**config.mk**
```make
export PLATFORM = sky130hd
export DESIGN_NAME = testrig_dii_instr_feeder
export DESIGN_NICKNAME = d
export VERILOG_FILES = /design/src/rtl/testrig_dii_instr_feeder.sv
export SDC_FILE = /design/constraint.sdc
export NUM_CORES = 1
export LEC_CHECK = 0
export BUFFER_PORTS_ARGS = -buffer_cell sky130_fd_sc_hd__buf_4
export CAP_MARGIN = 15
export CORE_UTILIZATION = 40
export CTS_BUF_LIST = sky130_fd_sc_hd__clkbuf_4
export CTS_CLUSTER_DIAMETER = 50
export CTS_CLUSTER_SIZE = 28
export DETAILED_ROUTE_END_ITERATION = 8
export PLACE_DENSITY = 0.7
export RECOVER_POWER = 25
export SYNTH_ARGS = -nofsm -noshare
export SYNTH_HDL_FRONTEND = slang
export SYNTH_SLANG_ARGS = --single-unit
export TNS_END_PERCENT = 50
```
**constraint.sdc**
```tcl
create_clock -name clk_i -period 2.79 [get_ports clk_i]
set_input_delay 0 -clock clk_i [delete_from_list [all_inputs] [get_ports clk_i]]
set_output_delay 0 -clock clk_i [all_outputs]
set_load 0.05 [all_outputs]
```
**src/rtl/testrig_dii_instr_feeder.sv**
```systemverilog
// ----------------------------------------------------------------------------
// testrig_dii_instr_feeder
//
// Instruction source placed in front of the Ibex TestRIG wrapper's fetch port.
// Words arriving on the DII stream are buffered in a small FIFO. Each granted
// core fetch pops one word, whatever the fetch address. The word comes back on
// the rvalid/rdata bus a fixed number of cycles after the grant. A running
// count of counted fetch responses is exported so the harness can line up
// RVFI traces with the injected stream.
//
// Parameters
//   FifoDepth       DII buffer entries (power of two, >= 2)
//   RespLatency     cycles from grant to rvalid (1..4)
//   MaxOutstanding  limit on granted-but-not-yet-answered fetches (>= 1)
//
// Ports
//   clk_i               clock
//   rst_ni              asynchronous active-low reset
//   flush_i             synchronous clear of buffered, not yet granted words
//   dii_valid_i         injected instruction valid
//   dii_insn_i  [31:0]  injected instruction word
//   dii_ready_o         buffer can accept dii_insn_i this cycle
//   instr_req_i         core fetch request
//   instr_addr_i[31:0]  core fetch address (unused, debug visibility only)
//   instr_gnt_o         fetch granted
//   instr_rvalid_o      fetch response valid
//   instr_rdata_o[31:0] fetch response data (holds its value between responses)
//   instr_rdata_intg_o  7-bit inverted SECDED(39,32) check bits of instr_rdata_o
//   instr_err_o         fetch bus error, always 0
//   resp_count_o[31:0]  counted rvalid pulses since reset/flush, wraps
// ----------------------------------------------------------------------------
module testrig_dii_instr_feeder #(
  parameter int unsigned FifoDepth      = 4,
  parameter int unsigned RespLatency    = 1,
  parameter int unsigned MaxOutstanding = 2
) (
  input  logic        clk_i,
  input  logic        rst_ni,
  input  logic        flush_i,
  input  logic        dii_valid_i,
  input  logic [31:0] dii_insn_i,
  output logic        dii_ready_o,
  input  logic        instr_req_i,
  input  logic [31:0] instr_addr_i,
  output logic        instr_gnt_o,
  output logic        instr_rvalid_o,
  output logic [31:0] instr_rdata_o,
  output logic [6:0]  instr_rdata_intg_o,
  output logic        instr_err_o,
  output logic [31:0] resp_count_o
);

  localparam int unsigned PtrW = (FifoDepth > 1) ? $clog2(FifoDepth) : 1;
  localparam int unsigned CntW = PtrW + 1;
  localparam int unsigned OutW = $clog2(MaxOutstanding + 1);

  // Inverted Hsiao SECDED(39,32) check bits, matching the encoder Ibex uses
  // on its instruction bus.
  function automatic logic [6:0] secded_inv_39_32_intg(input logic [31:0] data);
    logic [6:0] parity;
    parity[0] = ^(data & 32'h2606BD25);
    parity[1] = ^(data & 32'hDEBA8050);
    parity[2] = ^(data & 32'h413D89AA);
    parity[3] = ^(data & 32'h31234ED1);
    parity[4] = ^(data & 32'hC2C1323B);
    parity[5] = ^(data & 32'h2DCC624C);
    parity[6] = ^(data & 32'h98505586);
    return parity ^ 7'h2A;
  endfunction

  // --------------------------------------------------------------------------
  // DII instruction FIFO
  // --------------------------------------------------------------------------
  logic [31:0]     fifo_mem [FifoDepth];
  logic [PtrW-1:0] wr_ptr_q;
  logic [PtrW-1:0] rd_ptr_q;
  logic [CntW-1:0] fifo_cnt_q;
  logic            fifo_full;
  logic            fifo_empty;
  logic            fifo_push;
  logic            fifo_pop;
  logic [31:0]     fifo_head;

  assign fifo_full  = (fifo_cnt_q == CntW'(FifoDepth));
  assign fifo_empty = (fifo_cnt_q == '0);
  assign fifo_head  = fifo_mem[rd_ptr_q];

  // Ready is purely a function of stored occupancy: a pop in the same cycle
  // does not make room for a push.
  assign dii_ready_o = !fifo_full;

  // A word offered during a flush is dropped along with the buffer contents.
  assign fifo_push = dii_valid_i && dii_ready_o && !flush_i;
  assign fifo_pop  = instr_gnt_o;

  always_ff @(posedge clk_i or negedge rst_ni) begin
    if (!rst_ni) begin
      wr_ptr_q   <= '0;
      rd_ptr_q   <= '0;
      fifo_cnt_q <= '0;
    end else if (flush_i) begin
      wr_ptr_q   <= '0;
      rd_ptr_q   <= '0;
      fifo_cnt_q <= '0;
    end else begin
      if (fifo_push) begin
        wr_ptr_q <= wr_ptr_q + 1'b1;
      end
      if (fifo_pop) begin
        rd_ptr_q <= rd_ptr_q + 1'b1;
      end
      if (fifo_push && !fifo_pop) begin
        fifo_cnt_q <= fifo_cnt_q + CntW'(1);
      end else if (!fifo_push && fifo_pop) begin
        fifo_cnt_q <= fifo_cnt_q - CntW'(1);
      end
    end
  end

  always_ff @(posedge clk_i) begin
    if (fifo_push) begin
      fifo_mem[wr_ptr_q] <= dii_insn_i;
    end
  end

  // --------------------------------------------------------------------------
  // Grant and outstanding tracking
  // --------------------------------------------------------------------------
  logic [OutW-1:0] outstanding_q;
  logic [OutW-1:0] outstanding_eff;

  // A response leaving this cycle frees its slot for a grant in the same
  // cycle, so the limit is checked against the post-response occupancy.
  assign outstanding_eff = outstanding_q - OutW'(instr_rvalid_o);

  assign instr_gnt_o = instr_req_i && !fifo_empty && !flush_i &&
                       (outstanding_eff < OutW'(MaxOutstanding));

  always_ff @(posedge clk_i or negedge rst_ni) begin
    if (!rst_ni) begin
      outstanding_q <= '0;
    end else if (instr_gnt_o && !instr_rvalid_o) begin
      outstanding_q <= outstanding_q + OutW'(1);
    end else if (!instr_gnt_o && instr_rvalid_o) begin
      outstanding_q <= outstanding_q - OutW'(1);
    end
  end

  // --------------------------------------------------------------------------
  // Response pipeline
  // --------------------------------------------------------------------------
  // One stage per cycle of latency; the last stage drives the response bus.
  // Data registers only load when a valid entry moves in, so the last stage
  // naturally holds the most recent response word while rvalid is low.
  // The counted bit is cleared by a flush so in-flight responses still
  // complete on the bus but do not bump the freshly zeroed counter.
  logic [RespLatency-1:0] pipe_valid_q;
  logic [RespLatency-1:0] pipe_counted_q;
  logic [31:0]            pipe_data_q [RespLatency];

  always_ff @(posedge clk_i or negedge rst_ni) begin
    if (!rst_ni) begin
      pipe_valid_q   <= '0;
      pipe_counted_q <= '0;
      for (int i = 0; i < int'(RespLatency); i++) begin
        pipe_data_q[i] <= '0;
      end
    end else begin
      pipe_valid_q[0]   <= instr_gnt_o;
      pipe_counted_q[0] <= instr_gnt_o;
      if (instr_gnt_o) begin
        pipe_data_q[0] <= fifo_head;
      end
      for (int i = 1; i < int'(RespLatency); i++) begin
        pipe_valid_q[i]   <= pipe_valid_q[i-1];
        pipe_counted_q[i] <= pipe_counted_q[i-1] && !flush_i;
        if (pipe_valid_q[i-1]) begin
          pipe_data_q[i] <= pipe_data_q[i-1];
        end
      end
    end
  end

  assign instr_rvalid_o     = pipe_valid_q[RespLatency-1];
  assign instr_rdata_o      = pipe_data_q[RespLatency-1];
  assign instr_rdata_intg_o = secded_inv_39_32_intg(instr_rdata_o);
  assign instr_err_o        = 1'b0;

  // --------------------------------------------------------------------------
  // Response counter
  // --------------------------------------------------------------------------
  logic [31:0] resp_count_q;
  logic        resp_counted;

  assign resp_counted = instr_rvalid_o && pipe_counted_q[RespLatency-1];

  always_ff @(posedge clk_i or negedge rst_ni) begin
    if (!rst_ni) begin
      resp_count_q <= '0;
    end else if (flush_i) begin
      resp_count_q <= '0;
    end else if (resp_counted) begin
      resp_count_q <= resp_count_q + 32'd1;
    end
  end

  assign resp_count_o = resp_count_q;

  logic unused_addr;
  assign unused_addr = ^instr_addr_i;

  // --------------------------------------------------------------------------
  // Protocol assertions
  // --------------------------------------------------------------------------
  assert property (@(posedge clk_i) disable iff (!rst_ni)
    instr_rvalid_o |-> (outstanding_q != '0));

  assert property (@(posedge clk_i) disable iff (!rst_ni)
    outstanding_q <= OutW'(MaxOutstanding));

  assert property (@(posedge clk_i) disable iff (!rst_ni)
    fifo_push |-> dii_ready_o);

endmodule

```
# Word-level counts from Yosys, hierarchy flattened
# Memory sizes are Yosys's and may differ from the RTL's. A register that Yosys moved wholly into a read port is not among the register bits.
# Index checks and enable logic that the tools add are counted.
[totals]
regBits = 42
mem_bits_rw = 128
inputBits = 69
output_inout_bits = 75
elab_cells = 60
n_memories = 1
[op_classes]
n_addsub = 8
n_lt_le_gt_ge = 1
eq_ne = 1
muxes = 13
bitwise = 1
reduce_logical = 29
[mem_list]
columns = ["name", "words", "word_bits", "read_ports", "rd_ports_with_merged_regs", "write_ports", "line", "text"]
rows = [
  ["fifo_mem", 4, 32, 1, 1, 1, "74", "logic [31:0] fifo_mem [FifoDepth];"],
]
[op_table]
columns = ["cell", "n"]
rows = [
  ["$reduce_xor 32->1", 7],
  ["$mux 32", 2],
  ["$add 32x1->32 const B", 1],
  ["$mux 2", 6],
  ["$logic_and 1x1->1", 9],
  ["$mux 3", 3],
  ["$reduce_bool 2->1", 4],
  ["$logic_not 1->1", 7],
  ["$add 2x1->2 const B", 3],
  ["$add 3x1->3 const B", 1],
  ["$eq 3x3->1 const B", 1],
  ["$logic_not 3->1", 1],
  ["$not 3->3", 1],
  ["$reduce_bool 3->1", 1],
  ["$sub 3x1->3 const B", 1],
  ["$lt 2x2->1 const B", 1],
  ["$mux 1", 2],
  ["$sub 2x1->2", 1],
  ["$sub 2x1->2 const B", 1],
]

# Logic depth before layout (Yosys ltp)
# Gate-level depths: netlist (run 1).
[logic_depth]
ltp_word = 9
mapped_depth = 11
mapped_depth_nobuf = 8

# Worst setup path after synthesis (run 1)
# OpenSTA, ideal clock, no wires.
[synth_path]
path_type = "register to register"
start = "register pipe_counted_q (netlist name)"
end = "register fifo_cnt_q[2]"
setup_ns = 0.135
t_arrival_ns = 2.647
required_ns = 2.655
path_slack_ns = 0.008
path_stages_with_launch = 12
n_path_buf = 3
synth_period_minus_slack_ns = 2.782
cell_sequence = "dfrtp_1 -> buf_4 -> nor2b_1 -> xnor2_1 -> and2_1 -> buf_4 -> buf_4 -> nor3_1 -> fa_1 -> a211oi_1 -> o21a_1 -> nor3_1"
[synth_rtl]
columns = ["item", "line", "text"]
rows = [
  ["to (signal assigned)", "113", "fifo_cnt_q <= fifo_cnt_q + CntW'(1);"],
  ["to (signal assigned)", "115", "fifo_cnt_q <= fifo_cnt_q - CntW'(1);"],
  ["to (decl)", "77", "logic [CntW-1:0] fifo_cnt_q;"],
]

# Worst setup path after layout (run 1)
[layout_path]
start = "register pipe_data_q (netlist bit instr_rdata_o[9]), read port of fifo_mem"
end = "output instr_rdata_intg_o[3]"
[layout_via]
elab_chain_len = 2
[layout_rtl]
columns = ["item", "line", "text"]
rows = [
  ["from (decl)", "159", "logic [31:0] pipe_data_q [RespLatency];"],
  ["$reduce_xor 32->1", "64", "parity[3] = ^(data & 32'h31234ED1);"],
  ["$not 3->3 (no source line)", "n/a", ""],
  ["to (decl)", "48", "output logic [6:0] instr_rdata_intg_o,"],
]
# No other way between the ends.

==> results of run 1 <==
## registers in the layout, summed over array words and instances, names as in the netlist
register / cells
fifo_cnt_q: 3
fifo_mem: 128
instr_rdata_o: 32
outstanding_q: 2
pipe_counted_q: 1
rd_ptr_q: 2
resp_count_o: 32
wr_ptr_q: 2
## path summary, 6_finish.rpt
check | start | end | depth (start not counted)
worst max-delay path | instr_rdata_o[9]$_DFFE_PN0P_ | instr_rdata_intg_o[3] | 6
worst min-delay path | rst_ni | instr_rdata_o[10]$_DFFE_PN0P_ | 2
worst max register to register | fifo_cnt_q[0]$_DFFE_PN0P_ | fifo_cnt_q[2]$_DFFE_PN0P_ | 8
worst min register to register | outstanding_q[1]$_DFFE_PN0P_ | outstanding_q[1]$_DFFE_PN0P_ | 1
max in group asynchronous | rst_ni | rd_ptr_q[0]$_DFFE_PN0P_ | 2
min in group clk_i | instr_req_i | fifo_cnt_q[2]$_DFFE_PN0P_ | 5
## critical path, stage by stage, from the launching register on
cell and delay, ns:
dfrtp_1 0.49, xnor2_1 0.35, xnor2_1 0.18, xnor2_1 0.16, xnor2_1 0.16, xnor2_1 0.19, buf_4 0.26
## power by group
group	total, uW	internal (uW)	switching, uW
Combinational	252	105	147
Clock	1600	505	1090
Sequential	3280	3260	20.4
## cell families (layout without fill, tap and decap cells)
kind of cell	Yosys count	after routing
DFF	202	202
and+or+nand+nor	112	112
xor gates and xnor gates	99	99
muxes	67	67
buffers and inverters	30	209
AOI/OAI and AO/OA	15	15
adders and majority gates	7	7
other	1	1
## metrics by stage
stage	utilization, %	worst slack (ns)	hold WS, ns	std cells	area, sq um
floorplan	-	0.00800	-0.296	533	8630
global placement	46.4	0.749	0.198	909	9780
detailed placement	46.4	0.553	0.203	909	9780
CTS	49.7	0.276	0.00101	987	10500
global route	49.2	0.224	0.0681	987	10400
finish	49.2	0.324	0.0174	987	10400
## layout make-up
class | count | area [sq um]
fill | 1851 | 10700
sequential | 202 | 5700
multi-input combinational | 301 | 2780
timing repair buffer | 159 | 1190
tap | 275 | 344
clock buffer | 24 | 180
clock inverter | 16 | 134
inverter | 10 | 37.5
## routing by layer
layer  part of all wire, %  up-vias  track usage [%]
met3                   5.8       38             3.46
met4                   2.4        0             4.29
li1                      -     2298                -
met2                    50      158             29.2
met1                    41     2511             20.9
met5                     0        -                0
## cell usage in the layout (no fill, tap or decap), types with 7 or more instances in the layout
cell type and instances:
edfxtp_1 128, mux2_2 32, xnor2_1 74, nand2_1 9
buf_4 90, mux4_2 32, dlygate4sd3_1 38, nand4_1 12
nor4_1 7, inv_1 10, nor2_1 40, dfrtp_1 73
nand3_1 11, clkbuf_4 24, xor2_1 25, clkbuf_1 30
nor3_1 8
==> run metrics, run 1 <==
IO buf count 110; n_diodes 0; die height 149 um; Critical Path RT 2.79 ns; syn_nets 609; simple-gate share of the synthesized area 6.83%; global-route wire length before repair 28.2 mm; GPL Wtd Cong 0.821; vias in the first global route 5,194; Max Freq 0.406 GHz; setup_tns 0 ns; actual slew at the worst max-slew pin 0.984 ns; fraction of the mapped netlist area in adder cells 1.10%; Ys Warns 0; RSZ-0062 raised after global routing no; hpwl dp 11.8 mm; sequential area share after synthesis 66.0%; mux share of post-synthesis cell area 12.9%; core area 0.0211 sq mm; Slew headroom 34.4%; worst hold path type input pin to asynchronous set/reset pin; synthesized netlist cell count 533; via count 5,005; Reg2Reg Setup Slack 0.52 ns; Yosys top cell area share 44.5%; Main synth FF type edfxtp_1; synthesized flop and latch total 202; number of max-cap violations 0; Clk pin slew, worst setup/hold paths 0.18 ns; Final nets 772; commonest cells in the netlist edfxtp_1 (128), dfrtp_1 (74), xnor2_1 (74), nor2_1 (40); routed wire length 18.0 mm; ratio of cells with drive above 1 in the final layout 28.4%; Clock Skews 0.0866 ns; Final setup viols 0; WP data arrival 2.47 ns; Num CTS Buffers 22; Skew-Pair Late Insertion Delay 0.68 ns; total track usage 16.6%; post-CTS sizing 0; crit end category output port; largest net degree at the start of global routing 75; final worst-path cycle share 88.4%; XOR/XNOR share of the synthesized area 10.0%; Post-synth EDFFs 128; count of cell types in the netlist 44; Detail Route Antenna Nets 0; cts hold-fix bufs 38; syn_area_per_cell 16.2 sq um; total grt overflow 0; Avg Vias per Cell 5.07; Die X-Extent 149 um; Initial Util 40.9%; most area-consuming cells after synthesis edfxtp_1 (45%), dfrtp_1 (21%), mux4_2 (8.3%); Root Buffer clkbuf_4; CTS H-Tree Depth 1; I/O pin cnt 144; final count of hold timing violations 0; synthesized area 0.00863 sq mm; critical-path maximum fanout 4; largest area contributor in the netlist edfxtp_1; outcome finished clean; static leakage 0.00391 uW; Layout area overhead 20.0%; Post-route DRC 0; complex-gate fraction of the synthesized area 1.35%; largest family of logic cells by synthesized area multiplexers; CTS tree yes; pwr/cell area 495 mW/mm^2; initial DRC count 184; Max clock buf depth 3; fin crit period 2.47 ns; Routed WL per cell 18.2 um; die area 0.0222 sq mm; DR pass1 iterations 4; Setup Buffers After CTS 0; worst vdd ir 420 uV; clk sinks 202; FFs w/ async S/R, synth 36.6%; total power after layout 5130 uW; FP Rows 53; crit path kind register to output port; initial antenna violation count 0; count leader, synth edfxtp_1; CP Launch Type register; Slew Viols, Final 0
No activity file was read; power rests on OpenSTA's default activity.
==> run 2, diff against run 1 <==
Settings changed: CAP_MARGIN 15 to unset, PLACE_DENSITY 0.7 to unset.
==> run metrics, run 2 (synthesis gave the netlist of run 1 again) <==
outcome finished clean; hold_ws 0.0328 ns (+0.0155 ns); DR pass1 iterations 4 (unchanged); Die X-Extent 149 um (unchanged); filler instances 1,867 (+0.86%); routed wire length 18.3 mm (+1.8%); Worst R2R End fifo_cnt_q[2]$_DFFE_PN0P_; Most common cell on crit path xnor2_1; Setup Buffers After CTS 0 (unchanged); Detail Route Antenna Nets 0 (unchanged); GPL Wtd Cong 0.800 (-2.6%); Avg Vias per Cell 5.05 (-0.44%); vias in the first global route 5,102 (-1.8%); pwr/cell area 525 mW/mm^2 (+6.0%); cells on worst reg2reg path 7 (-1); fin crit period 2.40 ns (-0.0678 ns); Largest Register fifo_mem; Clk pin slew, worst setup/hold paths 0.17 ns (about the same); worst vdd ir 541 uV (+29%); clk sinks 202 (unchanged); ratio of cells with drive above 1 in the final layout 29.0% (+0.58 points); hpwl dp 11.6 mm (-1.4%); cts hold-fix bufs 37 (-2.6%); Slew Viols, Final 0 (unchanged); post-CTS sizing 0 (unchanged); die height 149 um (unchanged); I/O pin cnt 144 (unchanged); Clock Skews 0.0426 ns (-0.0440 ns); Max clock buf depth 3 (unchanged); crit path kind register to output port; die area 0.0222 sq mm (unchanged); Slew headroom 29.3% (-5.1 points); Final nets 773 (+0.13%); CP Launch Type register; Post-route DRC 0 (unchanged); total track usage 17.1% (+0.47 points); critical-path cell list xor2_1 -> xnor2_1 -> xnor2_1 -> xnor2_1 -> xnor2_1 -> buf_4; slowest stage cell, crit path dfrtp_1; worst hold path type input pin to asynchronous set/reset pin; final worst-path cycle share 85.9% (-2.4 points); Skew-Pair Late Insertion Delay 0.67 ns (about the same); IO buf count 110 (unchanged); Num CTS Buffers 24 (+9.1%); Critical Path RT 2.79 ns (about the same); total grt overflow 0 (unchanged); RSZ-0062 raised after global routing no; via count 5,003 (-0.040%); most common cell after layout, fill and taps aside edfxtp_1; flip-flop count of the largest register after layout 128 (unchanged); FP Rows 53 (unchanged); reg2reg start fifo_cnt_q[1]$_DFFE_PN0P_; core area 0.0211 sq mm (unchanged); CTS H-Tree Depth 1 (unchanged); final count of hold timing violations 0 (unchanged); global-route wire length before repair 28.7 mm (+2.1%); Final setup viols 0 (unchanged); Max Freq 0.417 GHz (+2.8%); number of max-cap violations 0 (unchanged); critical-path maximum fanout 4 (unchanged); initial antenna violation count 1 (+1); Routed WL per cell 18.5 um (+1.4%); Layout area overhead 21.2%; CP peak stage delay 0.46 ns (-0.03 ns); Root Buffer clkbuf_4; most frequent cells in the layout edfxtp_1 (128), buf_4 (90), xnor2_1 (74); crit end category output port; setup_tns 0 ns (unchanged); static leakage 0.00395 uW (+1.1%); actual slew at the worst max-slew pin 1.06 ns (+0.0766 ns); WP data arrival 2.40 ns (-0.07 ns); Reg2Reg Setup Slack 0.44 ns (-0.08 ns); CTS tree yes; Initial Util 40.9% (unchanged); initial DRC count 228 (+24%); largest net degree at the start of global routing 75 (unchanged)
[run 2: worst max path at each step]
stage                                              from                   endpoint  slack (ns)  cells after the start
after floorplan                pipe_counted_q$_DFF_PN0_  fifo_cnt_q[2]$_DFFE_PN0P_       0.008                     11
after global placement        fifo_cnt_q[1]$_DFFE_PN0P_  fifo_cnt_q[2]$_DFFE_PN0P_        0.62                      7
after detailed placement      fifo_cnt_q[1]$_DFFE_PN0P_  fifo_cnt_q[2]$_DFFE_PN0P_        0.52                      7
after CTS                 instr_rdata_o[11]$_DFFE_PN0P_      instr_rdata_intg_o[2]        0.30                      6
after global routing       instr_rdata_o[4]$_DFFE_PN0P_      instr_rdata_intg_o[4]        0.20                      6
final                     instr_rdata_o[11]$_DFFE_PN0P_      instr_rdata_intg_o[2]        0.39                      6
[run 2: worst max-delay path: cells and delay by family, from the launching register on]
family                    cells  cell delay, ns
xor gates and xnor gates      5            1.03
buffers and inverters         1            0.26
DFF                           1            0.46
[run 2: routing by layer]
metal  part of all wire, %  track usage, %
met4                   2.7            5.10
met3                   4.6            3.30
met1                    44            22.8
met5                     0               0
met2                    49            28.4
[run 2: report_power, final]
part | internal (uW) | total, uW | switching, uW
Clock | 785 | 1960 | 1180
Sequential | 3260 | 3280 | 19.8
Combinational | 104 | 250 | 146
[run 2: per-stage QoR]
| stage | utilization (%) | cells | worst slack, ns | power (uW) | cell area, sq um |
|---|---|---|---|---|---|
| after floorplan | - | 533 | 0.00800 | 3450 | 8630 |
| after detailed placement | 46.4 | 909 | 0.522 | 3580 | 9780 |
| final | 49.6 | 991 | 0.392 | 5490 | 10500 |
| after CTS | 50.2 | 990 | 0.302 | 5600 | 10600 |
| after global routing | 49.6 | 991 | 0.200 | 5720 | 10500 |
| after global placement | 46.4 | 909 | 0.617 | 3560 | 9780 |
[run 2: cell type report]
type	instances	area (sq um)	share of cell area, %
Multi-Input combinational cell	301	2780	26.6
Clock buffer	29	218	2.08
Tap cell	275	344	3.29
Timing Repair Buffer	158	1180	11.3
Antenna cell	1	2.50	0.0239
Clock inverter	15	208	1.98
Sequential cell	202	5700	54.4
Inverter	10	37.5	0.359
